==> src/rtl/rgb_pixel_streamer_pkg.sv <==
// Shared pixel-format and FSM definitions for the edge-detection pipeline.
// rgb_to_grayscale and later stages import the same lane constants.
package rgb_pixel_streamer_pkg;

    localparam int unsigned PIXEL_W = 8;
    localparam int unsigned RGB_W   = 24;

    localparam int unsigned R_MSB = 23;
    localparam int unsigned R_LSB = 16;
    localparam int unsigned G_MSB = 15;
    localparam int unsigned G_LSB = 8;
    localparam int unsigned B_MSB = 7;
    localparam int unsigned B_LSB = 0;

    typedef enum logic [1:0] {
        ST_IDLE  = 2'd0,
        ST_RUN   = 2'd1,
        ST_DRAIN = 2'd2
    } stream_state_t;

endpackage

==> src/rtl/rgb_pixel_streamer_coord.sv <==
// Column/row position of the pixel currently returning from memory,
// with wrap at the end of each row and end-of-frame flags.
module pixel_coord_counter #(
    parameter int unsigned IMG_WIDTH  = 640,
    parameter int unsigned IMG_HEIGHT = 480,
    parameter int unsigned COL_W      = $clog2(IMG_WIDTH),
    parameter int unsigned ROW_W      = (IMG_HEIGHT > 1) ? $clog2(IMG_HEIGHT) : 1
) (
    input  logic             clk,
    input  logic             rst,
    input  logic             clear,
    input  logic             en,
    output logic [COL_W-1:0] col,
    output logic [ROW_W-1:0] row,
    output logic             last_col,
    output logic             last_pix
);

    always_comb begin
        last_col = (col == COL_W'(IMG_WIDTH - 1));
        last_pix = last_col && (row == ROW_W'(IMG_HEIGHT - 1));
    end

    always_ff @(posedge clk) begin
        if (rst || clear) begin
            col <= '0;
            row <= '0;
        end else if (en) begin
            if (last_col) begin
                col <= '0;
                row <= last_pix ? '0 : row + ROW_W'(1);
            end else begin
                col <= col + COL_W'(1);
            end
        end
    end

endmodule

==> src/rtl/rgb_pixel_streamer.sv <==
// Frame source: raster-order reads of packed RGB pixels from a synchronous
// memory, emitted one per cycle with sof/eol/eof framing.
module rgb_pixel_streamer
    import rgb_pixel_streamer_pkg::*;
#(
    parameter int unsigned IMG_WIDTH  = 640,
    parameter int unsigned IMG_HEIGHT = 480,
    parameter int unsigned ADDR_W     = 19,
    parameter int unsigned BASE_ADDR  = 0
) (
    input  logic              clk,
    input  logic              rst,
    input  logic              start_i,
    input  logic              hold_i,
    output logic              mem_en_o,
    output logic [ADDR_W-1:0] mem_addr_o,
    input  logic [RGB_W-1:0]  mem_data_i,
    output logic [PIXEL_W-1:0] red_o,
    output logic [PIXEL_W-1:0] green_o,
    output logic [PIXEL_W-1:0] blue_o,
    output logic              done_o,
    output logic              sof_o,
    output logic              eol_o,
    output logic              eof_o,
    output logic              busy_o,
    output logic              frame_done_o
);

    localparam int unsigned NUM_PIX = IMG_WIDTH * IMG_HEIGHT;
    localparam int unsigned COL_W   = $clog2(IMG_WIDTH);
    localparam int unsigned ROW_W   = (IMG_HEIGHT > 1) ? $clog2(IMG_HEIGHT) : 1;
    localparam logic [ADDR_W-1:0] FIRST_ADDR = ADDR_W'(BASE_ADDR);
    localparam logic [ADDR_W-1:0] LAST_ADDR  = ADDR_W'(BASE_ADDR + NUM_PIX - 1);

    stream_state_t state, state_nxt;
    logic          issue;
    logic          coord_clear;
    logic          pend;
    logic [COL_W-1:0] col;
    logic [ROW_W-1:0] row;
    logic          last_col;
    logic          last_pix;

    // Coordinates follow returning data (pend), not issued addresses, so
    // holds between issue and return cannot skew the framing flags.
    pixel_coord_counter #(
        .IMG_WIDTH  (IMG_WIDTH),
        .IMG_HEIGHT (IMG_HEIGHT),
        .COL_W      (COL_W),
        .ROW_W      (ROW_W)
    ) u_coord (
        .clk      (clk),
        .rst      (rst),
        .clear    (coord_clear),
        .en       (pend),
        .col      (col),
        .row      (row),
        .last_col (last_col),
        .last_pix (last_pix)
    );

    always_comb begin
        state_nxt   = state;
        issue       = 1'b0;
        coord_clear = 1'b0;
        unique case (state)
            ST_IDLE: begin
                if (start_i) begin
                    state_nxt   = ST_RUN;
                    issue       = 1'b1;
                    coord_clear = 1'b1;
                end
            end
            ST_RUN: begin
                if (!hold_i) begin
                    issue = 1'b1;
                    if (mem_addr_o + ADDR_W'(1) == LAST_ADDR) begin
                        state_nxt = ST_DRAIN;
                    end
                end
            end
            ST_DRAIN: begin
                if (done_o && eof_o) begin
                    state_nxt = ST_IDLE;
                end
            end
            default: state_nxt = ST_IDLE;
        endcase
    end

    always_ff @(posedge clk) begin
        if (rst) begin
            state        <= ST_IDLE;
            mem_en_o     <= 1'b0;
            mem_addr_o   <= '0;
            pend         <= 1'b0;
            red_o        <= '0;
            green_o      <= '0;
            blue_o       <= '0;
            done_o       <= 1'b0;
            sof_o        <= 1'b0;
            eol_o        <= 1'b0;
            eof_o        <= 1'b0;
            busy_o       <= 1'b0;
            frame_done_o <= 1'b0;
        end else begin
            state    <= state_nxt;
            mem_en_o <= issue;
            if (issue) begin
                mem_addr_o <= (state == ST_IDLE) ? FIRST_ADDR : mem_addr_o + ADDR_W'(1);
            end
            pend    <= mem_en_o;
            done_o  <= pend;
            red_o   <= pend ? mem_data_i[R_MSB:R_LSB] : '0;
            green_o <= pend ? mem_data_i[G_MSB:G_LSB] : '0;
            blue_o  <= pend ? mem_data_i[B_MSB:B_LSB] : '0;
            sof_o   <= pend && (col == '0) && (row == '0);
            eol_o   <= pend && last_col;
            eof_o   <= pend && last_pix;
            busy_o       <= (state_nxt != ST_IDLE);
            frame_done_o <= (state == ST_DRAIN) && (state_nxt == ST_IDLE);
        end
    end

endmodule

==> config.mk <==
export PLATFORM = sky130hd
export DESIGN_NAME = rgb_pixel_streamer
export DESIGN_NICKNAME = d
export VERILOG_FILES = /design/src/rtl/rgb_pixel_streamer_pkg.sv /design/src/rtl/rgb_pixel_streamer_coord.sv /design/src/rtl/rgb_pixel_streamer.sv
export SDC_FILE = /design/constraint.sdc
export NUM_CORES = 1
export LEC_CHECK = 0
export CORE_ASPECT_RATIO = 1.5
export CORE_MARGIN = 1.5
export CORE_UTILIZATION = 50
export CTS_CLUSTER_DIAMETER = 200
export DETAILED_ROUTE_END_ITERATION = 10
export PLACE_DENSITY = 0.81
export SETUP_SLACK_MARGIN = 0.4
export SYNTH_ARGS = -nofsm -noshare
export SYNTH_HDL_FRONTEND = slang
export SYNTH_SLANG_ARGS = --single-unit
==> constraint.sdc <==
create_clock -name clk -period 4.9 [get_ports clk]
set_clock_uncertainty 0.2 [all_clocks]
set_input_delay 0.49 -clock clk [delete_from_list [all_inputs] [get_ports clk]]
set_output_delay 0.49 -clock clk [all_outputs]
set_load 0.005 [all_outputs]
# After elaboration in Yosys (flattened, before gate mapping)
# Cells that the tools add are included.
[totals]
regBits = 72
inputBits = 28
word_cells = 51
[classes]
addsub = 3
eq_ne = 5
muxes = 12
bitwise = 1
n_reduce_logical = 15
[ops]
columns = ["op", "count"]
rows = [
  ["19-bit by 1-bit adder with 19-bit output, second input constant", 1],
  ["19-bit equality test, second input constant", 1],
  ["19-bit 2-to-1 mux", 1],
  ["10-bit by 1-bit adder with 10-bit output, second input constant", 1],
  ["10-bit equality test, second input constant", 1],
  ["10-bit zero test", 1],
  ["10-bit 2-to-1 mux", 1],
  ["9-bit by 1-bit adder with 9-bit output, second input constant", 1],
  ["9-bit equality test, second input constant", 1],
  ["9-bit zero test", 1],
  ["9-bit 2-to-1 mux", 1],
  ["2-bit 2-to-1 mux", 4],
  ["1-bit logical AND", 7],
  ["2-bit case mux with 3 select lines", 1],
  ["2-bit zero test", 2],
  ["1-bit 2-to-1 mux", 3],
  ["2-bit by 1-bit equality test with 1-bit output, second input constant", 1],
  ["2-bit equality test, second input constant", 1],
  ["1-bit case mux with 2 select lines", 1],
  ["2-bit AND reduction", 1],
  ["2-bit nonzero test", 1],
  ["2-bit OR reduction", 1],
  ["1-bit logical OR", 1],
  ["1-bit NOT", 1],
]

# Longest topological paths before layout
# Gate-level depths: netlist of run 1.
[depth]
depth_word = 7
mapped_depth = 8

# Hierarchy
# From an unflattened synthesis of run 1, not the netlist that was laid out.
[unflattened]
hier_cells = 356
area_unflattened_um2 = 3134.3
[modules_own_cells]
columns = ["module", "instances", "cells_each", "area_each_um2", "seq_area_each_um2"]
rows = [
  ["rgb_pixel_streamer", 1, 249, 2220.9, 1061.0],
  ["pixel_coord_counter", 1, 107, 913.4, 380.4],
]

# Worst setup path after synthesis of run 1
# No wires, ideal clock.
[synth_timing]
path_type = "register to register"
from = "reg mem_addr_o[1]"
to = "reg state[1]"
arrival_time_ns = 1.718
setup_slack_ns = 2.867
stages_incl_launch_ff = 8
n_path_buf = 0
period_less_slack_ns = 2.033
path_cell_list = "dfxtp_1 -> ha_1 -> and3_2 -> nand4_4 -> and3_1 -> o21ai_0 -> o21ai_0 -> a31o_1"
[synth_between]
elab_chain_cells = 5
[synth_lines]
columns = ["item", "line", "source"]
rows = [
  ["start: declaration", "rgb_pixel_streamer.sv:16", "output logic [ADDR_W-1:0] mem_addr_o,"],
  ["start signal: assignment", "rgb_pixel_streamer.sv:110", "mem_addr_o <= (state == ST_IDLE) ? FIRST_ADDR : mem_addr_o + ADDR_W'(1);"],
  ["19-bit by 1-bit adder with 19-bit output", "rgb_pixel_streamer.sv:77", "if (mem_addr_o + ADDR_W'(1) == LAST_ADDR) begin"],
  ["19-bit equality test", "rgb_pixel_streamer.sv:77", ""],
  ["2-bit 2-to-1 mux", "rgb_pixel_streamer.sv:77", ""],
  ["2-bit 2-to-1 mux", "rgb_pixel_streamer.sv:75", "if (!hold_i) begin"],
  ["2-bit case mux with 3 select lines", "rgb_pixel_streamer.sv:66", "unique case (state)"],
  ["end signal: assignment", "rgb_pixel_streamer.sv:107", "state <= state_nxt;"],
  ["end: declaration", "rgb_pixel_streamer.sv:35", "stream_state_t state, state_nxt;"],
]
# Every way passes these cells.
# A chain may end at the register's enable or synchronous reset.

# Worst setup path in the final report of run 1
[layout_timing]
from = "in hold_i"
to = "reg mem_addr_o[6]"
[layout_between]
elab_chain_cells = 2
[layout_lines]
columns = ["item", "line", "source"]
rows = [
  ["start: declaration", "rgb_pixel_streamer.sv:14", "input logic hold_i,"],
  ["1-bit 2-to-1 mux", "rgb_pixel_streamer.sv:75", ""],
  ["1-bit case mux with 2 select lines", "rgb_pixel_streamer.sv:66", ""],
]
# Every way passes these cells.

==> summary.md, run 1 <==
| Metric | Value |
|---|---|
| H-tree Lvls | `3` |
| Critical Path RT | `4.91 ns` |
| CTS tree | `done` |
| Setup Fix Bufs, Post-CTS | `0` |
| Clock Pin Slew Worst Setup and Hold Paths | `0.08 ns` |
| Initial core utilization | `51.47%` |
| CP Launch Type | `input pin` |
| Clock period minus worst slack | `2.449 ns` |
| Cell Area, Synth | `3133 µm²` |
| Worst relative slew slack | `23.52%` |
| Synthesized flop and latch total | `72` |
| Endpoint class of the critical path | `flip-flop` |
| Via count | `2782` |
| Total design power | `1.155 mW` |
| Net count, final | `462` |
| Max-Cap Viols | `0` |
| Final Hold Vio Count | `0` |
| Busiest grt layer | `met2` |
| # setup viols final | `0` |
| Power density relative to cell area | `279.9 nW/µm²` |
| Register area share after synthesis | `46.01%` |
| Root Buffer | `clkbuf_8` |
| Initial DRC count | `172` |
| M1 GR Usage | `24.98%` |
| EDFF count, synth | `0` |
| Dominant synthesized flop cell | `dfxtp_1` |
| Clk sinks | `72` |
| Drt total wl | `7505 µm` |
| Fmax | `408.3 MHz` |
| Yosys warns | `0` |
| Post-layout util | `67.79%` |
| Total grt overflow | `0` |
| Mean post-synth cell area | `8.776 µm²` |
| Post-CTS sizing | `0` |
| Share of cells above drive strength 1 | `7.159%` |
| Asr flop ratio synth | `0%` |
| Num rows | `35` |
| ANT nets after route | `0` |
| Met3 usage | `5.269%` |
| Worst-path fanout max | `14` |
| DP HPWL | `5287 µm` |
| Die area | `6760 µm²` |
| Status | `finished, final reports clean` |
| First-pass GRT wire length | `11880 µm` |
| Finished Cell Area | `4126 µm²` |
| Initial antenna violation count | `0` |
| Setup tns final | `0 ns` |
| Post-synthesis cell type count | `51` |
| Vias in the first global route | `2603` |
| Wire length per cell | `14.80 µm` |
| Finished Layout Cells | `507` |
| Ant. Diodes | `0` |
| Width of the die | `67.63 µm` |
| DRC violations left | `0` |
| Placed Instances | `491` |
| IO Pins | `78` |
| Slew @ Worst Pin | `1.144 ns` |
| CORE AREA | `6087 µm²` |
| Static Leakage | `1.499 nW` |
| Total CTS buffers | `9` |
| Pin count of the biggest net entering global routing | `30` |
| Die H | `99.95 µm` |
| DRT Pass-1 Iters | `4` |
| Cells after synthesis | `357` |
| Slew Viols, Final | `0` |
| Clock tree buffer depth | `2` |
| VDD IR max | `0.2241 mV` |
| Post-Place Cell Area | `3921 µm²` |
| Arrival time at the worst endpoint | `2.46 ns` |
| Setup repair after global routing missed its margin | `no` |
| Port Buffers | `77` |
| P&R area growth vs syn | `31.71%` |
| GRT met2 Usage | `40.72%` |
| Gr usage total | `23.15%` |
| Fin crit share | `49.99%` |
| Hold Buf Count CTS | `0` |
| Total nets after synthesis | `391` |
| Critical path type | `input pin to flip-flop` |
| Hold Crit Class | `flip-flop to flip-flop` |
| Worst-Skew Late Latency | `0.36 ns` |
| Drt via density | `5.487` |
| Gpl congestion | `0.8764` |
[routing by layer]
| metal | wire length (µm) | vias to the layer above |
|---|---|---|
| met2 | 4114 | 67 |
| met5 | 0 | - |
| met1 | 2923 | 1298 |
| met3 | 246 | 17 |
| li1 | - | 1400 |
| met4 | 221 | 0 |
[worst paths after layout]
kind	start	end	slack, ns	cells after the start
max	hold_i	mem_addr_o[6]$_SDFFE_PP0P_	2.45	6
min	done_o$_SDFF_PP0_	frame_done_o$_SDFF_PP0_	0.30	2
max reg2reg	state[0]$_SDFF_PP0_	mem_addr_o[6]$_SDFFE_PP0P_	2.64	5
min reg2reg	done_o$_SDFF_PP0_	frame_done_o$_SDFF_PP0_	0.30	2
[layout make-up]
| cell class | count | area (µm²) |
|---|---|---|
| clock buffer | 10 | 137.6 |
| clock inverter | 6 | 67.56 |
| fill | 493 | 1961 |
| inverter | 6 | 22.52 |
| multi-input combinational | 261 | 1587 |
| sequential | 72 | 1441 |
| tap | 74 | 92.59 |
| timing repair buffer | 78 | 778.2 |
[Yosys cell counts, types with 3 or more instances]
library cell   n  share of area [%]
a31oi_1        3               0.60
ha_1           6                2.4
clkbuf_1       9                1.1
nand2_1       21                2.5
xor2_1        12                3.4
and3_1         7                1.4
a22oi_1        3               0.72
a311oi_1       6                1.7
nor4_1         6                1.2
and4_1         3               0.84
nand3_1       15                2.4
dfxtp_1       72                 46
nand4_1       10                2.0
a21oi_1       24                3.8
xnor2_1        6                1.7
nor2_1        52                6.2
o21ai_0       16                2.6
buf_2          5               0.80
and2_1        25                5.0
nand2b_1       6                1.2
nor3_1         7                1.1
inv_1          6               0.72
[state kept, by name, indices dropped and copies added, names as in the netlist, 2 cells and up]
name / flops
state: 2
red_o: 8
mem_addr_o: 19
u_coord.row: 9
blue_o: 8
green_o: 8
u_coord.col: 10
[worst max-delay path, stage by stage]
cell	delay, ns
clkdlybuf4s50_1	0.41
nand2b_1	0.20
a21oi_1	0.84
o21ai_0	0.23
a22oi_1	0.24
nor2_1	0.05
[metrics by stage]
stage / hold slack [ns] / setup WS, ns
global placement: 0.2767 / 2.179
finish: 0.2966 / 2.451
global route: 0.3133 / 2.188
floorplan: 0.2621 / 2.867
detailed placement: 0.2784 / 2.103
CTS: 0.2987 / 2.470
[cells in the final DEF, fill, tap and decap left out, types with 2 or more instances in the layout]
cell | netlist | layout
nand4_1 | 10 | 10
and2_1 | 25 | 25
a21oi_1 | 24 | 24
a211oi_1 | 2 | 2
a21o_1 | 2 | 2
a31oi_1 | 3 | 3
and4_1 | 3 | 3
nor3b_1 | 2 | 2
nand2b_1 | 6 | 6
or2_2 | 2 | 2
clkbuf_8 | 0 | 10
o21ai_0 | 16 | 16
xnor2_1 | 6 | 6
a311oi_1 | 6 | 6
nand2_1 | 21 | 21
nand4b_1 | 2 | 2
nand3_1 | 15 | 15
ha_1 | 6 | 6
inv_1 | 6 | 6
nor2b_1 | 2 | 2
xor2_1 | 12 | 12
clkdlybuf4s50_1 | 0 | 77
clkinvlp_4 | 0 | 2
nor3_1 | 7 | 7
nor4_1 | 6 | 6
and3_2 | 2 | 2
a22oi_1 | 3 | 3
nor2_1 | 52 | 52
dfxtp_1 | 72 | 72
and3_1 | 7 | 7
[kinds of logic (layout without fill, tap and decap cells)]
| logic type | count (synthesis) | count (layout) | share of synthesized area, % |
|---|---|---|---|
| flops | 72 | 72 | 46.01 |
| fa+ha+maj | 6 | 6 | 2.396 |
| xor+xnor | 18 | 18 | 5.032 |
| compound gates | 64 | 64 | 12.66 |
| simple gates | 173 | 173 | 30.55 |
| buf+inv | 24 | 100 | 3.354 |
[report_power, final]
group | switching, mW | leakage [nW] | internal, mW
Sequential | 0.00459 | 0.582 | 0.592
Combinational | 0.0313 | 0.818 | 0.0388
Clock | 0.238 | 0.0989 | 0.250
Power figures use the tool's default switching activity.
==> inputs of run 2 (changes only) <==
Settings changed: CORE_UTILIZATION 50 to 49, PLACE_DENSITY 0.81 to 0.8.
Clock period 4.9 ns to 2.3 ns, I/O delays scaled along.
==> run 2 against run 1 <==
  * Die area up 2.0%
  * Combinational power up 150%
  * Clock power up 100%
  * Routed wire length up 11%
  * Sequential share of layout area down 1.9 points
  * Global-route usage up 0.88 points
  * Via count up 6.2%
  * Power up 110%
  * Sequential cell count unchanged
==> summary.md, run 2 (same netlist as run 1, synthesis figures left out) <==
| Metric | Value |
|---|---|
| Die H | `100.9 µm` |
| VDD IR max | `0.4192 mV` |
| Drt total wl | `8355 µm` |
| CP Launch Type | `flip-flop` |
| Num rows | `35` |
| Port Buffers | `77` |
| Dpl ws | `0.1466 ns` |
| Initial antenna violation count | `0` |
| DRT Pass-1 Iters | `5` |
| Vias in the first global route | `2755` |
| CP cell instances | `nand4b_1 -> or4_4 -> nor3_2 -> and4b_1 -> a31o_1` |
| Static Leakage | `1.646 nW` |
| Most common cell after layout, fill and taps aside | `clkdlybuf4s50_1` |
| Worst path buffer plus inverter count | `0` |
| IO Pins | `78` |
| Multi-input gate area | `1705 µm²` |
| Cell count of the worst reg-to-reg path | `5` |
| P&R area growth vs syn | `43.17%` |
| Critical path depth | `5` |
| Width of the die | `68.29 µm` |
| Power density relative to cell area | `542.7 nW/µm²` |
| CTS tree | `done` |
| Cell family with most CP delay | `simple AND/OR/NAND/NOR gates` |
| Clk sinks | `72` |
| # setup viols final | `0` |
| Largest registers | `mem_addr_o x19, u_coord.col x10, u_coord.row x9` |
| Pin count of the biggest net entering global routing | `28` |
| DP HPWL | `5640 µm` |
| Final worst setup slack | `0.3214 ns` |
| Endpoint class of the critical path | `flip-flop` |
| Fillers | `463` |
| Via count | `2955` |
| Total CTS buffers | `9` |
| Fmax | `505.4 MHz` |
| Root Buffer | `clkbuf_8` |
| Final Hold Vio Count | `0` |
| Wire length per cell | `15.65 µm` |
| Hold Crit Endpoint | `green_o[2]$_SDFF_PP0_` |
| Net count, final | `489` |
| Setup tns final | `0 ns` |
| HP Start | `mem_data_i[10]` |
| Setup repair after global routing missed its margin | `yes` |
| Hold Buf Count CTS | `0` |
| Max-Cap Viols | `0` |
| Hold Crit Class | `input pin to flip-flop` |
| DRC violations left | `0` |
| Clock period minus worst slack | `1.979 ns` |
| Arrival time at the worst endpoint | `2.07 ns` |
| Critical path type | `flip-flop to flip-flop` |
| Total grt overflow | `0` |
| Initial DRC count | `204` |
| Share of cells above drive strength 1 | `20.00%` |
| Die area | `6893 µm²` |
| Commonest cells after routing, fill and taps aside | `clkdlybuf4s50_1, dfxtp_1, nor2_1` |
| Worst-path fanout max | `10` |
| Worst relative slew slack | `78.19%` |
| Hold path depth | `2` |
| R2r setup slk | `0.32 ns` |
| Gr usage total | `24.03%` |
| Fin crit share | `86.03%` |
| Slew @ Worst Pin | `0.3242 ns` |
| Clock Pin Slew Worst Setup and Hold Paths | `0.08 ns` |
| Critical Path RT | `2.39 ns` |
| Initial core utilization | `50.74%` |
| Largest register FFs | `19` |
| Slew Viols, Final | `0` |
| Gpl congestion | `0.9284` |
| Clock tree buffer depth | `2` |
| Reg with most FFs | `mem_addr_o` |
| Drt via density | `5.534` |
| Crit-path slowest cell | `or4_4` |
| Status | `finished, final reports clean` |
| RR Startpoint | `mem_addr_o[12]$_SDFFE_PP0P_` |
| RR Endpoint | `state[1]$_SDFF_PP0_` |
| ANT nets after route | `0` |
| FF/Latch Area | `1480 µm²` |
| CP max stage delay | `0.55 ns` |
| H-tree Lvls | `3` |
| Worst-Skew Late Latency | `0.34 ns` |
| CORE AREA | `6175 µm²` |
| Ant. Diodes | `0` |
| First-pass GRT wire length | `12470 µm` |
run 2: changes by cell type in the layout (fill, tap and decap cells not counted), sizes merged:
cell / previous run / this run
inv: 7 / 6
clkinv: 2 / 3
clkinvlp: 2 / 1
clkbuf: 10 / 11
buf: 1 / 28
run 2: stage by stage:
| stage | area [µm²] | instances | power (mW) | utilization (%) | hold WS, ns |
|---|---|---|---|---|---|
| after detailed placement | 4041 | 505 | 1.460 | 65.45 | 0.2861 |
| after CTS | 4302 | 526 | 2.454 | 69.67 | 0.2210 |
| after floorplan | 3148 | 357 | 1.362 | - | 0.1517 |
| after global placement | 4041 | 505 | 1.456 | 65.45 | 0.2814 |
| final | 4486 | 534 | 2.434 | 72.64 | 0.2389 |
| after global routing | 4486 | 534 | 2.520 | 72.64 | 0.2299 |
run 2: worst max-delay path by stage:
stage                                            from                   to
final                     mem_addr_o[12]$_SDFFE_PP0P_  state[1]$_SDFF_PP0_
after global routing       mem_addr_o[0]$_SDFFE_PP0P_  state[1]$_SDFF_PP0_
after CTS                  mem_addr_o[4]$_SDFFE_PP0P_  state[1]$_SDFF_PP0_
after detailed placement                       hold_i  state[0]$_SDFF_PP0_
after global placement                         hold_i  state[0]$_SDFF_PP0_
after floorplan            mem_addr_o[1]$_SDFFE_PP0P_  state[1]$_SDFF_PP0_
run 2: final cells by class:
class,count,area share (%)
multi-input cells,261,38.02
flip-flops and latches,72,33.00
inverters,6,0.5579
clock buffers,11,3.152
clock inverters,5,1.255
well taps,74,2.064
repair buffers,105,21.95
run 2: layer usage:
metal / wire length [µm] / up-vias / GRT usage [%] / share of wire (%)
li1: - / 1447 / - / -
met1: 3183 / 1433 / 24.59 / 38
met2: 4803 / 61 / 43.47 / 57
met3: 177 / 14 / 3.911 / 2.1
met4: 190 / 0 / 14.92 / 2.3
met5: 0 / - / 0 / 0
run 2: what timing repair did:
item	in CTS	in global routing
setup buffers	5	8
gates resized for setup	10	42
pin swaps	4	20
endpoints found under the setup margin	8	20
run 2: power by group:
group | switching (mW) | total (mW) | internal, mW
logic | 0.0753 | 0.172 | 0.0968
registers | 0.0101 | 1.27 | 1.25
clock network | 0.468 | 0.997 | 0.529
==> patch 1, RTL diff (settings of run 1) <==
`ADDR_W`: 19 -> 21.
--- a/src/rtl/rgb_pixel_streamer.sv
+++ b/src/rtl/rgb_pixel_streamer.sv
@@ -5,7 +5,7 @@
 #(
     parameter int unsigned IMG_WIDTH  = 640,
     parameter int unsigned IMG_HEIGHT = 480,
-    parameter int unsigned ADDR_W     = 19,
+    parameter int unsigned ADDR_W     = 21,
     parameter int unsigned BASE_ADDR  = 0
 ) (
     input  logic              clk,
Interface: changed (resized mem_addr_o); port bits go from 78 to 80. The function was not compared with the original's and may differ.
==> patch 1 against run 1 <==
- highest routed layer unchanged
- total power increased by 5.4%
- largest cell class unchanged
- sequential cell count increased by 2
- cell area increased by 3.7%
- wire length increased by 4.4%
- die area increased by 4.1%
- critical endpoint is now state[0]
- critical path depth increased by 1
- synthesized area increased by 4.3%
- setup slack got worse by 0.31 ns
==> patch 1: results <==
group,metric,value,unit
run_status,status,"finished clean",
drt,firstDrtPassIters,5,
timing,setup_viol,0,
power,p_leak,1.55,nW
global_route,grt_pass1_wl,13000,um
place,hpwlAfterDp,5610,um
setup_path,cp_slowest_cell,"a2111oi_0",
clocking,insertion_delay,0.34,ns
power,swShare,0.210,
setup_path,cp_max_fo,8,
drt,drt_iter0_markers,243,
timing,max_slew_margin,0.276,
timing,tns,0,ns
setup_path,max_stage_delay,0.60,ns
place,port_buffers,79,
global_route,grt_util_all_layers,0.231,
synthesis,synthTopCellsByCount,"dfxtp_1, nor2_1, and2_1, a21oi_1, nand2_1",
drt,dr_total_vias,2975,
place,gp_congestion,0.875,
global_route,grt_max_degree,30,
finish,stdcell_count,526,
global_route,grt_pass1_vias,2877,
synthesis,synth_cell_type_count,48,
setup_path,reg2regPathDepth,7,
power,ir_worst_vdd,0.309,mV
synthesis,syn-num-nets,409,
finish,reg.largest.list,"mem_addr_o: 21 flops, u_coord.col: 10 flops, u_coord.row: 9 flops",
finish,drive_gt1_frac,0.0597,
place,dp_cells,510,
synthesis,syn_inst,375,
clocking,htreeDepth,3,
synthesis,yosys-top-cells-area,"dfxtp_1, nor2_1, and2_1",
synthesis,seq_area_frac_synth,0.453,
drt,wire_per_inst,14.9,um
setup_path,critical_path_arrival,2.79,ns
finish,fin_nets,481,
global_route,grt_antenna_before_repair,0,
patch 1: cell count changes after synthesis, sizes merged, moves of 3 or more:
| cell | delta |
|---|---|
| mux2i | +3 |
| clkbuf | +6 |
| o21ai | -5 |
| nor3 | +3 |
| inv | +5 |
| xor2 | +3 |
| and3 | -4 |
| buf | -7 |
| nor4 | +3 |
patch 1: power by group through the flow:
stage               logic [W]  registers [W]  clock network, W
finish              0.0000720       0.000613          0.000532
detailed placement  0.0000714       0.000627                 0
global placement    0.0000694       0.000627                 0
floorplan           0.0000315       0.000626                 0
global route        0.0000784       0.000614          0.000571
CTS                 0.0000719       0.000613          0.000544
patch 1: area by class of cell:
| cell class | instances | area (sq um) |
|---|---|---|
| Multi-Input combinational cell | 272 | 1640 |
| Clock buffer | 12 | 155 |
| Tap cell | 74 | 92.6 |
| Sequential cell | 74 | 1480 |
| Fill cell | 509 | 1940 |
| Timing Repair Buffer | 79 | 791 |
| Clock inverter | 4 | 73.8 |
| Inverter | 11 | 41.3 |
patch 1: path summary, 6_finish.rpt:
check / startpoint / end / slack, ns
hold / removal: done_o / frame_done_o / 0.29
setup / recovery: mem_addr_o[1] / state[0] / 2.14
setup reg to reg: mem_addr_o[1] / state[0] / 2.14
hold reg to reg: done_o / frame_done_o / 0.29
patch 1: logic make-up after synthesis:
family,after synthesis,share of synthesized area
AOI/OAI and AO/OA,64,0.126
muxes,3,0.00919
buffers and inverters,29,0.0440
DFF,74,0.453
adders and majority gates,6,0.0230
and+or+nand+nor,178,0.289
xor gates and xnor gates,21,0.0563
patch 1: metrics by stage:
stage	setup slack (ns)	hold slack (ns)	cell area, sq um
6_report	2.14	0.293	4280
5_1_grt	1.94	0.312	4280
4_1_cts	2.17	0.298	4280
3_5_place_dp	1.83	0.283	4050
3_3_place_gp	1.94	0.281	4050
2_1_floorplan	2.61	0.231	3270
patch 1: metal layers:
metal	track usage	vias up	wire length (um)
met5	0	-	0
met4	0.133	0	329
met3	0.0631	34	390
met2	0.428	109	4210
met1	0.231	1376	2900
li1	-	1456	-
patch 1: worst min-delay path, cell delays in order (launching register included):
cell and delay, ns:
dfxtp_1 0.31, nand2_1 0.09, nor3_1 0.05
==> patch 2, RTL diff (settings of run 1) <==
Without the edit above. The 3 states of `stream_state_t` get a one-hot encoding in 3 bits.
--- a/src/rtl/rgb_pixel_streamer_pkg.sv
+++ b/src/rtl/rgb_pixel_streamer_pkg.sv
@@ -12,10 +12,10 @@
     localparam int unsigned B_MSB = 7;
     localparam int unsigned B_LSB = 0;
 
-    typedef enum logic [1:0] {
-        ST_IDLE  = 2'd0,
-        ST_RUN   = 2'd1,
-        ST_DRAIN = 2'd2
+    typedef enum logic [2:0] {
+        ST_IDLE  = 3'b001,
+        ST_RUN   = 3'b010,
+        ST_DRAIN = 3'b100
     } stream_state_t;
 
 endpackage
Check against the original RTL: no difference found for any inputs over 10 cycles, from zero or initial values and one cycle with rst high; not proved beyond that.
==> patch 2 against run 1 <==
- cell area rose by 3.2%
- via count rose by 6.3%
- synthesized cell count rose by 4.8%
- synthesized area rose by 4.0%
- sequential share of layout area fell by 0.62 points
- cell count rose by 3.2%
- sequential cell count rose by 1
- total power barely moved
- setup slack got worse by 0.38 ns
- die area rose by 3.9%
- wire length rose by 4.1%
- combinational power fell by 5.0%
- worst hold slack got worse by 0.024 ns
==> patch 2: results <==
group,metric,value,unit
synthesis,avgSynthCellArea,8.71,sq um
power,p_leak,1.51,nW
synthesis,yosys-top-cells-area,"dfxtp_1, nor2_1, and2_1",
drt,drt_iter0_markers,157,
place,port_buffers,77,
setup_path,critical_path_arrival,2.88,ns
global_route,grt_antenna_before_repair,0,
finish,drive_gt1_frac,0.0624,
place,post-place-ws,1.94,ns
power,ir_worst_vdd,0.147,mV
clocking,htreeDepth,3,
place,dp_cells,507,
finish,reg.largest.list,"mem_addr_o: 19 flops, u_coord.col: 10 flops, u_coord.row: 9 flops",
setup_path,cp_max_fo,12,
clocking,insertion_delay,0.35,ns
timing,max_clock_freq,354,MHz
drt,via_per_inst,5.65,
global_route,grt_max_degree,31,
global_route,grt_util_all_layers,0.237,
synthesis,synth_async_sr_flop_share,0,
timing,max_slew_margin,0.499,
place,hpwlAfterDp,5610,um
synthesis,synthTopCellsByCount,"dfxtp_1, nor2_1, nand2_1, and2_1, a21oi_1",
setup_path,r2r_slack,2.07,ns
place,place_area,4060,sq um
run_status,status,"finished clean",
finish,stdcell_count,523,
drt,routed_wl,7820,um
global_route,grt_pass1_vias,2700,
synthesis,synth_cell_type_count,55,
global_route,grt_pass1_wl,12500,um
synthesis,seq_area_frac_synth,0.448,
place,gp_congestion,0.865,
power,swShare,0.240,
clocking,clk_pin_slew,0.08,ns
finish,fin_nets,478,
synthesis,syn-num-nets,408,
## patch 2: cell count changes in the layout (fill, tap and decap cells not counted), sizes merged, moves of 4 or more
cell	before	now
a21oi	24	19
and3	9	4
inv	7	11
nand2	22	26
nand3	15	9
nand3b	0	6
nand4	11	15
nor2	53	46
xnor2	6	2
## patch 2: final timing paths
kind / start / endpoint / depth (start not counted)
min: mem_en_o / pend / 1
min reg2reg: mem_en_o / pend / 1
max reg2reg: mem_addr_o[0] / state[1] / 6
max: mem_addr_o[0] / state[1] / 6
## patch 2: layer usage
layer | vias up | track usage | part of all wire
li1 | 1467 | - | -
met1 | 1381 | 0.257 | 0.39
met2 | 89 | 0.427 | 0.53
met3 | 19 | 0.0374 | 0.046
met4 | 0 | 0.128 | 0.032
met5 | - | 0 | 0
## patch 2: cell families (layout without fill, tap and decap cells)
group,Yosys count,after routing,synth area share
and+or+nand+nor,183,183,0.313
DFF,73,73,0.448
AOI/OAI and AO/OA,65,65,0.131
buffers and inverters,29,104,0.0357
xor gates and xnor gates,16,16,0.0430
adders and majority gates,6,6,0.0230
muxes,2,2,0.00614
## patch 2: power groups by stage
| stage | Combinational [W] | Clock [W] | Sequential, W |
|---|---|---|---|
| after global placement | 0.0000657 | 0 | 0.000619 |
| after CTS | 0.0000672 | 0.000488 | 0.000606 |
| after detailed placement | 0.0000665 | 0 | 0.000620 |
| final | 0.0000667 | 0.000482 | 0.000606 |
| after floorplan | 0.0000291 | 0 | 0.000618 |
| after global routing | 0.0000731 | 0.000516 | 0.000607 |
## patch 2: worst max-delay path, stage by stage (launching register included)
cell,delay [ns]
dfxtp_1,0.52
ha_1,0.39
nand3_1,0.37
or3_1,0.43
a2111oi_0,0.42
o211ai_1,0.18
o21a_1,0.21
## patch 2: final cells by class
type / count / area, sq um
Clock buffer: 9 / 124
Clock inverter: 7 / 76.3
Fill cell: 534 / 1960
Inverter: 8 / 30.0
Multi-Input combinational cell: 272 / 1680
Sequential cell: 73 / 1460
Tap cell: 74 / 92.6
Timing Repair Buffer: 80 / 793
## patch 2: through the flow
| stage | total power [W] | util | hold WS (ns) |
|---|---|---|---|
| after global routing | 0.00120 | 0.685 | 0.281 |
| after detailed placement | 0.000686 | 0.653 | 0.265 |
| after floorplan | 0.000647 | - | 0.260 |
| after CTS | 0.00116 | 0.685 | 0.274 |
| after global placement | 0.000685 | 0.653 | 0.260 |
| final | 0.00115 | 0.685 | 0.272 |
